`config.mk`:
```
export PLATFORM = sky130hd
export DESIGN_NAME = prog_counter
export DESIGN_NICKNAME = d
export VERILOG_FILES = /design/src/rtl/prog_counter_pkg.sv /design/src/rtl/prog_counter_prescaler.sv /design/src/rtl/prog_counter.sv
export SDC_FILE = /design/constraint.sdc
export NUM_CORES = 1
export LEC_CHECK = 0
export CAP_MARGIN = 20
export CORE_ASPECT_RATIO = 0.75
export CORE_MARGIN = 5
export CORE_UTILIZATION = 57
export CTS_CLUSTER_SIZE = 28
export DETAILED_ROUTE_END_ITERATION = 6
export PLACE_DENSITY = 0.86
export SETUP_SLACK_MARGIN = 0.5
export SLEW_MARGIN = 0
export SYNTH_ARGS = -nofsm -noshare
export SYNTH_HDL_FRONTEND = slang
export SYNTH_HIERARCHICAL = 1
export SYNTH_SLANG_ARGS = --single-unit
```
`constraint.sdc`:
```
create_clock -name clk -period 7.79 [get_ports clk]
set_input_delay 1.558 -clock clk [delete_from_list [all_inputs] [get_ports clk]]
set_output_delay 1.558 -clock clk [all_outputs]
set_load 0.01 [all_outputs]
```
`src/rtl/prog_counter_pkg.sv`:
```
// Shared encodings for the programmable counter.
// Latency: n/a (constants only).
// Backpressure: n/a.
// Kept free of typedefs so plain Verilog users can include it as well.
package prog_counter_pkg;

    localparam logic MODE_WRAP = 1'b0;
    localparam logic MODE_SAT  = 1'b1;
    localparam logic DIR_DOWN  = 1'b0;
    localparam logic DIR_UP    = 1'b1;

endpackage : prog_counter_pkg

```
`src/rtl/prog_counter_prescaler.sv`:
```
// Enable prescaler: emits tick once every prescale+1 enabled cycles.
// Latency: tick is combinational from the registered phase counter and en.
// Backpressure: none; en = 0 freezes the phase, restart zeroes it.
// Ports: clk, reset_n (async low), en, restart (clear|load from the top),
//        prescale (divisor-1), tick (step strobe for this cycle).
module prog_counter_prescaler #(
    parameter int PRESCALE_W = 4
) (
    input  logic                  clk,
    input  logic                  reset_n,
    input  logic                  en,
    input  logic                  restart,
    input  logic [PRESCALE_W-1:0] prescale,
    output logic                  tick
);

    logic [PRESCALE_W-1:0] pc_q;
    logic [PRESCALE_W-1:0] pc_d;

    always_comb begin
        tick = en && (pc_q == prescale);
        pc_d = pc_q;
        if (restart) begin
            pc_d = '0;
        end else if (tick) begin
            pc_d = '0;
        end else if (en) begin
            // If prescale is lowered below pc_q the phase runs on and wraps
            // modulo 2^PRESCALE_W before the next match.
            pc_d = pc_q + 1'b1;
        end
    end

    always_ff @(posedge clk or negedge reset_n) begin
        if (!reset_n) begin
            pc_q <= '0;
        end else begin
            pc_q <= pc_d;
        end
    end

endmodule : prog_counter_prescaler

```
`src/rtl/prog_counter.sv`:
```
// Programmable up/down counter with limit, wrap/saturate, clear/load and prescaled enable.
// Latency: count_q and tc_pulse update one clk after the qualifying input; at_* are combinational.
// Backpressure: none; every cycle is evaluated with priority clear > load > step.
// Ports: clk, reset_n (async low), en, clear, load, load_val, dir (1=up),
//        mode (1=saturate), limit, prescale -> count_q, tc_pulse, at_limit, at_zero.
module prog_counter
    import prog_counter_pkg::*;
#(
    parameter int WIDTH      = 8,
    parameter int PRESCALE_W = 4
) (
    input  logic                  clk,
    input  logic                  reset_n,
    input  logic                  en,
    input  logic                  clear,
    input  logic                  load,
    input  logic [WIDTH-1:0]      load_val,
    input  logic                  dir,
    input  logic                  mode,
    input  logic [WIDTH-1:0]      limit,
    input  logic [PRESCALE_W-1:0] prescale,
    output logic [WIDTH-1:0]      count_q,
    output logic                  tc_pulse,
    output logic                  at_limit,
    output logic                  at_zero
);

    logic [WIDTH-1:0] count_d;
    logic             tc_q;
    logic             tc_d;
    logic             tick;
    logic [WIDTH-1:0] count_inc;
    logic [WIDTH-1:0] count_dec;

    prog_counter_prescaler #(
        .PRESCALE_W (PRESCALE_W)
    ) u_prescaler (
        .clk      (clk),
        .reset_n  (reset_n),
        .en       (en),
        .restart  (clear | load),
        .prescale (prescale),
        .tick     (tick)
    );

    assign count_inc = count_q + 1'b1;
    assign count_dec = count_q - 1'b1;

    always_comb begin
        count_d = count_q;
        tc_d    = 1'b0;
        if (clear) begin
            count_d = '0;
        end else if (load) begin
            count_d = (load_val > limit) ? limit : load_val;
        end else if (tick) begin
            if (dir == DIR_UP) begin
                // Compare before stepping so a lowered limit resolves through
                // the terminal branch rather than counting past it.
                if (count_q < limit) begin
                    count_d = count_inc;
                    tc_d    = (mode == MODE_SAT) && (count_inc == limit);
                end else if (mode == MODE_WRAP) begin
                    count_d = '0;
                    tc_d    = 1'b1;
                end else begin
                    count_d = limit;
                end
            end else begin
                if (count_q != '0) begin
                    count_d = count_dec;
                    tc_d    = (mode == MODE_SAT) && (count_dec == '0);
                end else if (mode == MODE_WRAP) begin
                    count_d = limit;
                    tc_d    = 1'b1;
                end
            end
        end
    end

    always_ff @(posedge clk or negedge reset_n) begin
        if (!reset_n) begin
            count_q <= '0;
            tc_q    <= 1'b0;
        end else begin
            count_q <= count_d;
            tc_q    <= tc_d;
        end
    end

    assign tc_pulse = tc_q;
    assign at_limit = (count_q == limit);
    assign at_zero  = (count_q == '0);

endmodule : prog_counter

```
==> reports/metrics.yaml, run 1 <==
worst_setup_path:
  endpoint_kind: "primary output"
  required_ps: 6230
  r2r_setup_slack_ps: 4820
  r2r_cells: 6
  cp_max_fo: 5
  worstPathArrival_ps: 3480
  crit_type: "in2out"
  r2r_start: "count_q[6]$_DFFE_PN0P_"
  worst_r2r_endpoint: "count_q[4]$_DFFE_PN0P_"
  crit_path_start_kind: "primary input"
floorplanning:
  start_util: 0.601
  die_height_um: 61.5
  rows: 18
  boundaryPins: 38
  die_w_um: 78.7
  die-area_um2: 4840
  core_um2: 3360
hold_path:
  hold_depth: 2
  hold_class: "reg2reg"
  whs_endpoint: "u_prescaler/pc_q[1]$_DFFE_PN0P_"
  hold_path.startpoint: "u_prescaler/pc_q[1]$_DFFE_PN0P_"
sta:
  rsz0062_at_grt: "false"
  relSlewSlack: 0.235
  fmax_ghz: 0.198
  hold_slack_ps: 610
  worst_pin_slew_ps: 1150
  period_minus_slack_ps: 5040
  timing.final.crit_share: 0.647
  fin_worst_skew_ps: 2.97
  final_hold_viol_count: 0
  fin_ws_ps: 2750
  setup_tns_ps: 0
  slew_violations: 0
  setup_viol: 0
finish:
  synthToLayoutAreaGrowth_pct: 18.9
  layout_common_cells: "clkdlybuf4s50_1, nand2_1, a21oi_1, ha_1, nor2_1"
  num-nets-final: 333
  antenna_cells: 0
  final_cell_count_no_fill: 324
  postLayoutCellArea_um2: 2400
  layout_commonest_cell: "clkdlybuf4s50_1"
  postLayoutCoreUtil: 0.714
  drive_above_1_share: 0.0634
global_route:
  overflow: 0
  antenna_found_initial: 0
  track_usage: 0.253
  grt_pass1_wl_mm: 9.58
  grt_max_degree: 16
  first_global_vias: 1987
place:
  place_inst: 320
  place_area_um2: 2350
  hpwl_mm: 4.46
  place_congestion: 0.914
  dp_slack_ps: 2770
  numPortBuffers: 37
pwr:
  peakVddDrop_v: 0.000107
  p_total_mw: 0.314
  p_leak_nw: 0.997
  power_density_nw_per_um2: 131
synthesis:
  synthTopCellsByArea: "dfrtp_1, ha_1, xnor2_1"
  synth.avg_cell_area_um2: 7.78
  seq_area_frac_synth: 0.161
  synthesis.area_um2: 2020
  synth_cells: 259
  synth_ff_type: "dfrtp_1"
  synth_edf_count: 0
  yosysUniqueCellTypes: 55
  ys.warnings.count: 6
  synth.top_cell.area_share: 0.161
  synth_area_leader_cell: "dfrtp_1"
  synth-async-reset-ratio: 1.00
  ys_ff_latch: 13
  syn-num-nets: 307
status:
  outcome: "completed"
clock_network:
  cts_resized: 0
  cts_buffers: 3
  clkTransAtPathRegs_ps: 60
  cts.sinks: 13
  hold_buffers: 0
  cts_setup_buffers: 0
  root_buffer: "clkbuf_8"
  h-tree-depth: 1
  clock_path_buffers: 2
  clk_latency_ps: 250
  tritoncts: "yes"
detailed_routing:
  drt_first_pass_iters: 5
  drt_iter0_markers: 208
  vias: 2106
  post_drt_wl_per_cell_um: 18.2
  routed_wirelength_mm: 5.91
  drtAntennaViolNets: 0
  drc: 0
  viasPerCell: 6.50
run:
  drv_cap: 0
Yosys cell counts, drive strengths merged, types with 2 or more instances:
master,n
nand2,23
nand2b,3
o21bai,2
a22oi,2
nor3b,2
a21o,4
a221oi,3
xor2,4
nor2,21
a211oi,8
nand3,11
clkbuf,11
xnor2,18
dfrtp,13
inv,15
nor4,3
mux2i,12
o22ai,3
a21oi,22
mux2,3
buf,5
a31oi,4
o31ai,2
o21ai,7
and3,2
and4b,2
nor2b,2
nor3,7
ha,21
nand4,6
worst max-delay path, cell delays in order:
cell	delay, ps
clkdlybuf4s50_1	580
inv_1	100
ha_1	310
nand3_1	130
nor3_1	230
clkdlybuf4s50_1	570
per-layer routing:
layer / vias up / routed length [um] / GRT usage
li1: 1001 / - / -
met1: 975 / 2650 / 0.343
met2: 126 / 2560 / 0.420
met3: 4 / 664 / 0.0614
met4: 0 / 23 / 0.0474
met5: - / 0 / 0
worst max-delay path by stage:
stage,from,to
floorplan,limit[4],at_limit
global placement,limit[6],at_limit
detailed placement,limit[5],at_limit
CTS,limit[5],at_limit
global route,limit[6],at_limit
finish,limit[5],at_limit
kinds of logic (layout without fill, tap and decap cells):
logic type      Yosys count  after routing  synth area share
fa+ha+maj                21             21             0.130
flops                    13             13             0.161
compound gates           68             68             0.232
xor+xnor                 22             22            0.0956
simple gates             89             89             0.235
mux                      15             15            0.0764
buf+inv                  31             56            0.0695
report_power, final:
part           internal (mW)  switching [mW]  total, mW  leakage, nW
registers             0.0718          0.0156     0.0873        0.175
clock network         0.0362          0.0274     0.0636       0.0228
logic                 0.0763          0.0865      0.163        0.799
registers in the layout (all words and copies together), names as in the netlist:
| register | cells |
|---|---|
| tc_pulse | 1 |
| u_prescaler/pc_q | 4 |
| count_q | 8 |
area by class of cell:
| cell class | instances | area, um2 |
|---|---|---|
| flip-flops and latches | 13 | 325 |
| clock buffers | 4 | 45.0 |
| well taps | 40 | 50.0 |
| multi-input cells | 215 | 1550 |
| inverters | 15 | 56.3 |
| fillers | 282 | 958 |
| repair buffers | 37 | 370 |
(Power assumes the default switching activity.)
==> run 2, diff against run 1 <==
--- a/config.mk
+++ b/config.mk
@@ -8,10 +8,10 @@
 export CAP_MARGIN = 20
 export CORE_ASPECT_RATIO = 0.75
 export CORE_MARGIN = 5
-export CORE_UTILIZATION = 57
+export CORE_UTILIZATION = 48
 export CTS_CLUSTER_SIZE = 28
 export DETAILED_ROUTE_END_ITERATION = 6
-export PLACE_DENSITY = 0.86
+export PLACE_DENSITY = 0.77
 export SETUP_SLACK_MARGIN = 0.5
 export SLEW_MARGIN = 0
 export SYNTH_ARGS = -nofsm -noshare
==> constraint.sdc (replaced) <==
create_clock -name clk -period 4.4 [get_ports clk]
set_input_delay 0.88 -clock clk [delete_from_list [all_inputs] [get_ports clk]]
set_output_delay 0.88 -clock clk [all_outputs]
set_load 0.01 [all_outputs]
==> run 2 against run 1 <==
Effect of this change:
- die area up 16%
- combinational power up 77%
- critical path type unchanged
- clock power up 79%
- sequential cell count unchanged
- utilization down 11 points
- clock-buffer cell count unchanged
- largest power group unchanged
- register-to-register slack worse by 3300 ps
- routed wire length down 1.8%
==> reports/metrics.yaml, run 2 (synthesis gave the netlist of run 1 again) <==
floorplanning:
  boundaryPins: 38  # unchanged
  rows: 20  # was 18
  start_util: 0.497  # was 0.601
  die-area_um2: 5610  # was 4840 um2
  die_height_um: 66.1  # was 61.5 um
  die_w_um: 84.8  # was 78.7 um
  core_um2: 4050  # was 3360 um2
sta:
  rsz0062_at_grt: "false"  # unchanged
  period_minus_slack_ps: 3640
  setup_viol: 0  # unchanged
  fin_ws_ps: 758  # was 2750 ps
  slew_violations: 0  # unchanged
  final_hold_viol_count: 0  # unchanged
  timing.final.crit_share: 0.828
  fmax_ghz: 0.275
  hold_slack_ps: 604  # was 610 ps
  relSlewSlack: 0.540  # was 0.235
  worst_pin_slew_ps: 687  # was 1150 ps
  setup_tns_ps: 0  # unchanged
  fin_worst_skew_ps: 3.64  # was 2.97 ps
run:
  drv_cap: 0  # unchanged
worst_setup_path:
  cp_max_fo: 4  # was 5
  worstPathArrival_ps: 2760  # was 3480 ps
  required_ps: 3520  # was 6230 ps
  r2r_cells: 8  # was 6
  crit_type: "in2out"  # unchanged
  endpoint_kind: "primary output"  # unchanged
  crit_path_start_kind: "primary input"  # unchanged
finish:
  postLayoutCellArea_um2: 2430  # was 2400 um2
  antenna_cells: 0  # unchanged
  postLayoutCoreUtil: 0.600  # was 0.714
  synthToLayoutAreaGrowth_pct: 20.6  # was 18.9%
  regMostFlops: "count_q"  # unchanged
  layout_commonest_cell: "clkdlybuf4s50_1"  # unchanged
  layout_common_cells: "clkdlybuf4s50_1, nand2_1, a21oi_1, ha_1, nor2_1"  # unchanged
  largest_reg_flops: 8  # unchanged
  final_cell_count_no_fill: 341  # was 324
  num-nets-final: 335  # was 333
  drive_above_1_share: 0.0699  # was 0.0634
clock_network:
  root_buffer: "clkbuf_8"  # unchanged
  clk_latency_ps: 250  # about the same
  clock_path_buffers: 2  # unchanged
  cts_resized: 0  # unchanged
  cts_setup_buffers: 0  # unchanged
  tritoncts: "yes"  # unchanged
  h-tree-depth: 1  # unchanged
  cts_buffers: 3  # unchanged
  clkTransAtPathRegs_ps: 60  # about the same
  hold_buffers: 0  # unchanged
  cts.sinks: 13  # unchanged
detailed_routing:
  drt_first_pass_iters: 5  # unchanged
  routed_wirelength_mm: 5.80  # was 5.91 mm
  post_drt_wl_per_cell_um: 17.0  # was 18.2 um
  drt_iter0_markers: 156  # was 208
  drtAntennaViolNets: 0  # unchanged
  vias: 2137  # was 2106
  drc: 0  # unchanged
  viasPerCell: 6.27  # was 6.50
pwr:
  peakVddDrop_v: 0.000169  # was 0.000107 V
  p_total_mw: 0.557  # was 0.314 mW
  power_density_nw_per_um2: 229  # was 131 nW/um2
  p_leak_nw: 1.01  # was 0.997 nW
place:
  place_area_um2: 2390  # was 2350 um2
  hpwl_mm: 4.52  # was 4.46 mm
  dp_slack_ps: 734  # was 2770 ps
  place_inst: 337  # was 320
  numPortBuffers: 37  # unchanged
  place_congestion: 0.939  # was 0.914
global_route:
  track_usage: 0.215  # was 0.253
  overflow: 0  # unchanged
  first_global_vias: 1921  # was 1987
  grt_max_degree: 16  # unchanged
  antenna_found_initial: 0  # unchanged
  grt_pass1_wl_mm: 9.60  # was 9.58 mm
hold_path:
  hold_class: "reg2reg"  # unchanged
  hold_depth: 2  # unchanged
status:
  outcome: "completed"  # unchanged
-- run 2: power by group --
part	internal, mW	switching, mW
clock network	0.0642	0.0497
logic	0.137	0.151
registers	0.127	0.0278
total	0.328	0.229
-- run 2: worst max-delay path, cell delays in order --
cell             delay (ps)
clkdlybuf4s50_1         560
inv_1                   110
ha_1                    310
nand3_1                 120
nor3_1                  200
clkdlybuf4s50_1         580
-- run 2: layout make-up --
class                           count  area, um2
Clock buffer                        4       45.0
Fill cell                         403       1620
Inverter                           15       56.3
Multi-Input combinational cell    215       1550
Sequential cell                    13        325
Tap cell                           55       68.8
Timing Repair Buffer               39        385
-- run 2: path summary, 6_finish.rpt --
| check | slack (ps) | end | start |
|---|---|---|---|
| max in group asynchronous | 2940 | count_q[3]$_DFFE_PN0P_ | reset_n |
| worst min register to register | 600 | u_prescaler/pc_q[1]$_DFFE_PN0P_ | u_prescaler/pc_q[1]$_DFFE_PN0P_ |
| min in group asynchronous | 1030 | u_prescaler/pc_q[0]$_DFFE_PN0P_ | reset_n |
| worst max register to register | 1570 | count_q[6]$_DFFE_PN0P_ | count_q[0]$_DFFE_PN0P_ |
| worst max-delay path | 760 | at_limit | limit[6] |
| worst min-delay path | 600 | u_prescaler/pc_q[1]$_DFFE_PN0P_ | u_prescaler/pc_q[1]$_DFFE_PN0P_ |
-- run 2: routing by layer --
layer / vias up / part of all wire / global-route usage
li1: 1008 / - / -
met5: - / 0 / 0
met2: 105 / 0.42 / 0.316
met1: 1018 / 0.47 / 0.319
met3: 6 / 0.10 / 0.0535
met4: 0 / 0.0052 / 0.0316
